===== config.mk =====
export PLATFORM = sky130hd
export DESIGN_NAME = branch_predict_unit
export DESIGN_NICKNAME = d
export VERILOG_FILES = /design/src/rtl/branch_predict_unit_pkg.sv /design/src/rtl/branch_predict_unit_sat_counter.sv /design/src/rtl/branch_predict_unit.sv
export SDC_FILE = /design/constraint.sdc
export NUM_CORES = 1
export LEC_CHECK = 0
export BUFFER_PORTS_ARGS = -buffer_cell sky130_fd_sc_hd__buf_2
export CAP_MARGIN = 20
export CELL_PAD_IN_SITES_DETAIL_PLACEMENT = 0
export CELL_PAD_IN_SITES_GLOBAL_PLACEMENT = 2
export CORE_ASPECT_RATIO = 0.8
export CORE_UTILIZATION = 40
export CTS_CLUSTER_SIZE = 28
export DETAILED_ROUTE_END_ITERATION = 8
export GPL_ROUTABILITY_DRIVEN = 1
export PLACE_DENSITY = 0.83
export SYNTH_ARGS = -nofsm -noshare
export SYNTH_HDL_FRONTEND = slang
export SYNTH_SLANG_ARGS = --single-unit

===== constraint.sdc =====
create_clock -name clk -period 7 [get_ports clk]
set_clock_uncertainty 0.05 [all_clocks]
set_input_delay 1.75 -clock clk [delete_from_list [all_inputs] [get_ports clk]]
set_output_delay 1.75 -clock clk [all_outputs]
set_load 0.005 [all_outputs]

===== src/rtl/branch_predict_unit_pkg.sv =====
// branch_predict_unit_pkg: compare codes, BHT counter states and compare decode
package branch_predict_unit_pkg;
    localparam logic [2:0] ALU_CMP_EQ  = 3'd0;
    localparam logic [2:0] ALU_CMP_NE  = 3'd1;
    localparam logic [2:0] ALU_CMP_LT  = 3'd2;
    localparam logic [2:0] ALU_CMP_GE  = 3'd3;
    localparam logic [2:0] ALU_CMP_LTU = 3'd4;
    localparam logic [2:0] ALU_CMP_GEU = 3'd5;
    localparam logic [1:0] BP_SNT   = 2'b00;
    localparam logic [1:0] BP_WNT   = 2'b01;
    localparam logic [1:0] BP_WT    = 2'b10;
    localparam logic [1:0] BP_ST    = 2'b11;
    localparam logic [1:0] BP_RESET = BP_WNT;

    function automatic logic cmp_taken(input logic [2:0] op, input logic zero, input logic lsb);
        return (op == ALU_CMP_EQ) ? zero :
               (op == ALU_CMP_NE) ? ~zero :
               (op == ALU_CMP_LT || op == ALU_CMP_LTU) ? lsb :
               (op == ALU_CMP_GE || op == ALU_CMP_GEU) ? ~lsb : 1'b0;
    endfunction
endpackage


===== src/rtl/branch_predict_unit_sat_counter.sv =====
// branch_sat_counter: 2-bit saturating taken/not-taken counter next state
module branch_sat_counter
    import branch_predict_unit_pkg::*;
(
    input  logic [1:0] state,
    input  logic       taken,
    output logic [1:0] next
);
    always_comb
        next = taken ? ((state == BP_ST) ? BP_ST : state + 2'd1)
                     : ((state == BP_SNT) ? BP_SNT : state - 2'd1);
endmodule


===== src/rtl/branch_predict_unit.sv =====
// branch_predict_unit: branch resolve, 2-bit BHT prediction, mispredict flush and stats
module branch_predict_unit
    import branch_predict_unit_pkg::*;
#(
    parameter int XLEN  = 32,
    parameter int DEPTH = 64,
    parameter int CNT_W = 16
) (
    input  logic             clk,
    input  logic             rst_n,
    input  logic [XLEN-1:0]  pred_pc,
    output logic             pred_taken,
    input  logic             res_valid,
    input  logic [XLEN-1:0]  res_pc,
    input  logic [XLEN-1:0]  res_target,
    input  logic [XLEN-1:0]  alu_result,
    input  logic [2:0]       cmp_opcode,
    input  logic             pc_jump,
    input  logic             res_pred_taken,
    output logic [1:0]       branch,
    output logic             flush,
    output logic [XLEN-1:0]  flush_pc,
    output logic [CNT_W-1:0] br_count,
    output logic [CNT_W-1:0] mp_count
);
    localparam int IDX = $clog2(DEPTH);

    logic [1:0]     bht [DEPTH];
    logic [IDX-1:0] pidx, ridx;
    logic [1:0]     cur, nxt;
    logic           is_cond, cond_taken, actual_taken, mispredict;
    logic           unused_pc_bits;

    assign pidx           = pred_pc[IDX+1:2];
    assign ridx           = res_pc[IDX+1:2];
    assign unused_pc_bits = ^{pred_pc[XLEN-1:IDX+2], pred_pc[1:0]};
    assign pred_taken     = bht[pidx][1];
    assign cur            = bht[ridx];

    always_comb begin
        is_cond      = res_valid & ~pc_jump;
        cond_taken   = is_cond & cmp_taken(cmp_opcode, alu_result == '0, alu_result[0]);
        actual_taken = pc_jump | cond_taken;
        mispredict   = res_valid & (actual_taken != res_pred_taken);
        branch       = res_valid ? {pc_jump, cond_taken} : 2'b00;
    end

    branch_sat_counter u_ctr (.state(cur), .taken(cond_taken), .next(nxt));

    always_ff @(posedge clk or negedge rst_n) begin
        if (!rst_n) begin
            for (int i = 0; i < DEPTH; i++) bht[i] <= BP_RESET;
            flush    <= 1'b0;
            flush_pc <= '0;
            br_count <= '0;
            mp_count <= '0;
        end else begin
            if (is_cond) bht[ridx] <= nxt;
            flush <= mispredict;
            if (mispredict) flush_pc <= actual_taken ? res_target : res_pc + XLEN'(4);
            if (is_cond && !(&br_count)) br_count <= br_count + 1'b1;
            if (mispredict && !(&mp_count)) mp_count <= mp_count + 1'b1;
        end
    end
endmodule

# [Word level (Yosys, flattened, before mapping)]
# Index checks and enable logic that the tools add are counted.
[totals] wordCells=122 input_bits=136 register_bits=193 out_inout_bits=68
[classes] n_lt_le_gt_ge=3 n_mux=18 eq_ne=7 bitwise=9 n_reduce_logical=12 n_addsub=5
[op_table] op="128-bit bitwise mux" n=1
[op_table] op="16-bit by 1-bit adder with 16-bit output, second input constant" n=2
[op_table] op="32-bit by 3-bit adder with 32-bit output, second input constant" n=1
[op_table] op="32-bit zero test" n=1
[op_table] op="32-bit 2-to-1 mux" n=1
[op_table] op="16-bit AND reduction" n=2
[op_table] op="2-bit binary-select mux with 6-bit select" n=2
[op_table] op="2-bit 2-to-1 mux" n=9
[op_table] op="7-bit greater-or-equal comparator, second input constant" n=2
[op_table] op="6-bit inverter with 7-bit output" n=2
[op_table] op="2-bit demux with 6-bit select" n=1
[op_table] op="7-bit by 1-bit less-than comparator with 1-bit output, second input constant" n=1
[op_table] op="3-bit by 2-bit == test with 1-bit output, second input constant" n=2
[op_table] op="3-bit == test, second input constant" n=2
[op_table] op="1-bit 2-to-1 mux" n=4
[op_table] op="1-bit bitwise AND" n=3
[op_table] op="3-bit by 1-bit == test with 1-bit output, second input constant" n=1
[op_table] op="1-bit logical AND" n=3
[op_table] op="3-bit zero test" n=1
[op_table] op="1-bit inverter" n=3
[op_table] op="2-bit by 1-bit adder with 2-bit output, second input constant" n=1
[op_table] op="2-bit == test, second input constant" n=1
[op_table] op="1-bit zero test" n=2
[op_table] op="2-bit zero test" n=1
[op_table] op="4 further kinds" n=5

# [Longest topological paths before layout]
[depth] ltp_word=11 ltp_mapped=11 ltp_nobuf=8

# [By module]
# Synthesis repeated with hierarchy kept, for this count alone.
[hier_totals] cells_unflattened=915 area_unflattened_um2=10547.6
[by_module_without_submodules] module="branch_predict_unit" cells_per_inst=912 seq_area_each_um2=4909.7 area_per_inst_um2=10521.3 n_inst=1
[by_module_without_submodules] module="branch_sat_counter" cells_per_inst=3 seq_area_each_um2=0.0 area_per_inst_um2=26.3 n_inst=1

# [Least setup slack after synthesis]
# Ideal clock, no wire load.
[synth_path] kind="input to output" start="input port pred_pc[2]" end="output port pred_taken" stages=5 path_buffers=2 arrival_ns=4.162 setup_slack_ns=1.038 required_ns=5.200 path_cell_list="clkbuf_1 buf_1 mux4_2 mux4_2 mux4_2"
[synth_between] elab_chain_len=4
[synth_lines] item="start: declaration" line="branch_predict_unit.sv:11" rtl="input logic [XLEN-1:0] pred_pc,"
[synth_lines] item="6-bit inverter with 7-bit output (implied by the code)" line="branch_predict_unit.sv:37" rtl="assign pred_taken = bht[pidx][1];"
[synth_lines] item="2-bit binary-select mux with 6-bit select" line="branch_predict_unit.sv:37"
[synth_lines] item="2-bit 2-to-1 mux (implied by the code) (2 in a row)" line="branch_predict_unit.sv:37"
[synth_lines] item="end: declaration" line="branch_predict_unit.sv:12" rtl="output logic pred_taken,"
# Every way passes these cells. The select of a mux whose other input is x is not followed.

# [Worst setup path in the final report]
# Same ends and word-level chain as after synthesis.

==> reports/qor.txt <==
total gr overflow = 0
Hold Buf Count CTS = 0
drt first pass iters = 5
post-synthesis mux area share = 0.3047
first-pass GRT wire length = 48.00 mm
register area share after synthesis = 0.4513
Buf/Inv on CP = 2
critical path cell sequence = buf_2 > mux4_2 > mux4_2 > mux4_2 > buf_2
Seq cells post-synth = 193
PortBufs = 177
DP HPWL = 21.27 mm
Peak VDD IR = 0.1774 mV
post-synthesis xor/xnor area fraction = 0.04508
Die Width = 186.4 µm
Final Util = 0.4788
CTS resizes = 0
post-CTS setup buffer count = 0
Crit path top cell by count = mux4_2
min-delay src = br_count[12]$_DFFE_PN0P_
detailed router's first-iteration violation count = 475
CP delay by family, top = multiplexers
FF-to-FF End = bht[122]$_DFFE_PN1P_
Max Freq = 0.1718 GHz
largest family of logic cells by synthesized area = multiplexers
top-area cell type share of the netlist area = 0.2967
crit-path max FO = 16
fin crit share = 0.8315
WP data arrival = 4.02 ns
Die H = 149.5 µm
Num CTS Buffers = 17
flop-to-flop setup slack = 3.86 ns
hold depth = 1
number of library cell types mapped by synthesis = 58
CORE AREA = 0.02653 mm²
HP Class = reg2reg
final setup margin = 1.180 ns
Synth async-reset ratio = 1.000
Rows = 53
Post-Layout Cell Count = 1444
Boundary Pins = 204
GRT Resource Usage Total = 0.2269
Place WS = 1.150 ns
PwrDens = 228.4 mW/mm²
DRC = 0
Final GP Congestion = 0.8090
Synth Area in Simple Gates = 0.1244
antenna viol nets, final = 0
CP Launch Type = input port
Clock transition at path regs = 0.07 ns
Initial Util = 0.4101
Final setup viols = 0
Slew headroom = 0.3420
CTS tree = done
worst stage delay on the critical path = 0.60 ns
critical path class = in2out
share of layout cells above drive strength 1 = 0.4908
Tightest Pin Transition = 0.9870 ns
synthesized area = 0.01088 mm²
root buffer cell = clkbuf_16
Wirelength per Cell = 21.08 µm
post-synth top area cell = dfrtp_1
Layout area overhead = 16.73%
RSZ-0062 raised after global routing = false
post-layout min period = 5.820 ns
reg2reg start = bht[114]$_DFFE_PN1P_
Ys Warns = 0
largest net degree at the start of global routing = 119
Synthesized Nets = 1053
Sink Count = 193
Setup TNS = 0 ns
die area = 0.02787 mm²
synth top area cells = dfrtp_1, mux2_2, dfstp_2
H-tree depth = 4
vias in the first global route = 7980
Worst-Skew Late Latency = 0.44 ns
Via density = 5.495
clk buf depth = 2
syn_area_per_cell = 11.90 µm²
WP data required = 5.20 ns
predominant post-synthesis flop cell = dfrtp_1
MaxCap Viol Count = 0
end of the worst hold path = br_count[12]$_DFFE_PN0P_
Synth Area in Adders = 0.005750
Synth Area in Compound Gates = 0.03922
Total Wirelength = 30.44 mm
initial antenna violation count = 2
via count = 7935
worst r2r path cells = 8
outcome = finished, final reports clean
Cells after Synth = 914
EDFF count, synth = 0
Leak = 5.564 nW
Placed Cells = 1411
NumNets Final = 1212
Hold Fails Final Rpt = 0
slowest stage cell, crit path = mux4_2
fin. max-slew vios = 0
CP Capture Type = primary output
power by group:
group	internal [W]	switching, W
Combinational	0.000246	0.000249
Clock	0.000611	0.000451
Sequential	0.00125	0.0000890
cells in the final DEF, fill, tap and decap left out, drive strengths merged, types with 3 or more instances in the layout:
master and count:
mux2 201, buf 190, dfrtp 129, nor2 74, nand2 70, dfstp 64
nand3 37, mux4 36, xnor2 34, mux2i 24, xor2 22, clkbuf 21
nor4 17, and3 15, nand4 13, inv 13, nor3 11, a21oi 9
a22oi 8, o21ai 7, nor2b 7, and2 6, a31oi 6, or2 5
o2bb2ai 5, o211ai 5, o21a 4, and4 4, or3 4, bufinv 4
clkinv 4, nand2b 3, nor3b 3, ha 3
flip-flops by register name, indices dropped and copies added, names as in the netlist:
| register | count |
|---|---|
| bht | 128 |
| br_count | 16 |
| flush | 1 |
| flush_pc | 32 |
| mp_count | 16 |
final cells by class:
class                           count  area [µm²]
Fill cell                        2506       13830
Multi-Input combinational cell    659        5660
Sequential cell                   193        4910
Timing Repair Buffer              191        1012
Clock buffer                       20       446.7
Tap cell                          357       446.7
Clock inverter                     12       180.2
Inverter                           11       41.29
Antenna cell                        1       2.502
cells in the mapped netlist, types with 4 or more instances:
library cell	count
xor2_1	22
mux2_2	200
nor3_1	9
nand3_1	37
dfstp_2	64
clkbuf_1	19
a21oi_1	9
and2_1	6
nor2b_1	7
xnor2_1	34
or3_1	4
and4_1	4
or2_2	5
a22oi_1	8
o21a_1	4
mux2i_1	24
a31oi_1	6
and3_1	15
nor2_1	74
inv_1	10
nand4_1	13
buf_2	17
buf_1	6
mux4_2	36
dfrtp_1	129
nand2_1	70
nor4_1	17
o21ai_0	7
o2bb2ai_1	5
o211ai_1	5
buf_6	9
cell families (layout without fill, tap and decap cells):
logic type	Yosys count	after routing
xor gates and xnor gates	56	56
DFF	193	193
AOI/OAI and AO/OA	60	60
muxes	261	261
other	0	1
and+or+nand+nor	277	277
adders and majority gates	5	5
buffers and inverters	62	234
worst max path at each step:
| stage | start | end | slack, ns | cells past startpoint |
|---|---|---|---|---|
| final | pred_pc[2] | pred_taken | 1.18 | 5 |
| after global routing | pred_pc[2] | pred_taken | 1.09 | 5 |
| after CTS | pred_pc[2] | pred_taken | 1.15 | 5 |
| after detailed placement | pred_pc[2] | pred_taken | 1.15 | 5 |
| after global placement | pred_pc[2] | pred_taken | 1.14 | 5 |
| after floorplan | pred_pc[2] | pred_taken | 1.04 | 5 |
worst register-to-register path, delay by kind of cell, from the launching register on:
| kind | cells | cell delay, ns |
|---|---|---|
| AND/OR/NAND/NOR | 4 | 0.89 |
| adder cells (fa/ha/maj) | 1 | 0.77 |
| multiplexers | 2 | 0.65 |
| flip-flops | 1 | 0.37 |
| buffers and inverters | 1 | 0.34 |
layer usage:
| layer | vias up | GRT usage | share of wire |
|---|---|---|---|
| met1 | 4013 | 0.3158 | 0.47 |
| li1 | 3661 | - | - |
| met5 | - | 0 | 0.00043 |
| met2 | 235 | 0.3634 | 0.46 |
| met4 | 2 | 0.05000 | 0.0081 |
| met3 | 24 | 0.04808 | 0.056 |
stage by stage:
step	hold slack [ns]	cell area, µm²	power (W)
floorplan	0.4274	10880	0.001626
finish	0.4404	12700	0.002901
global placement	0.4186	12070	0.001858
CTS	0.4406	12700	0.002934
detailed placement	0.4263	12070	0.001865
global route	0.4571	12700	0.003035
(Power assumes the default switching activity.)
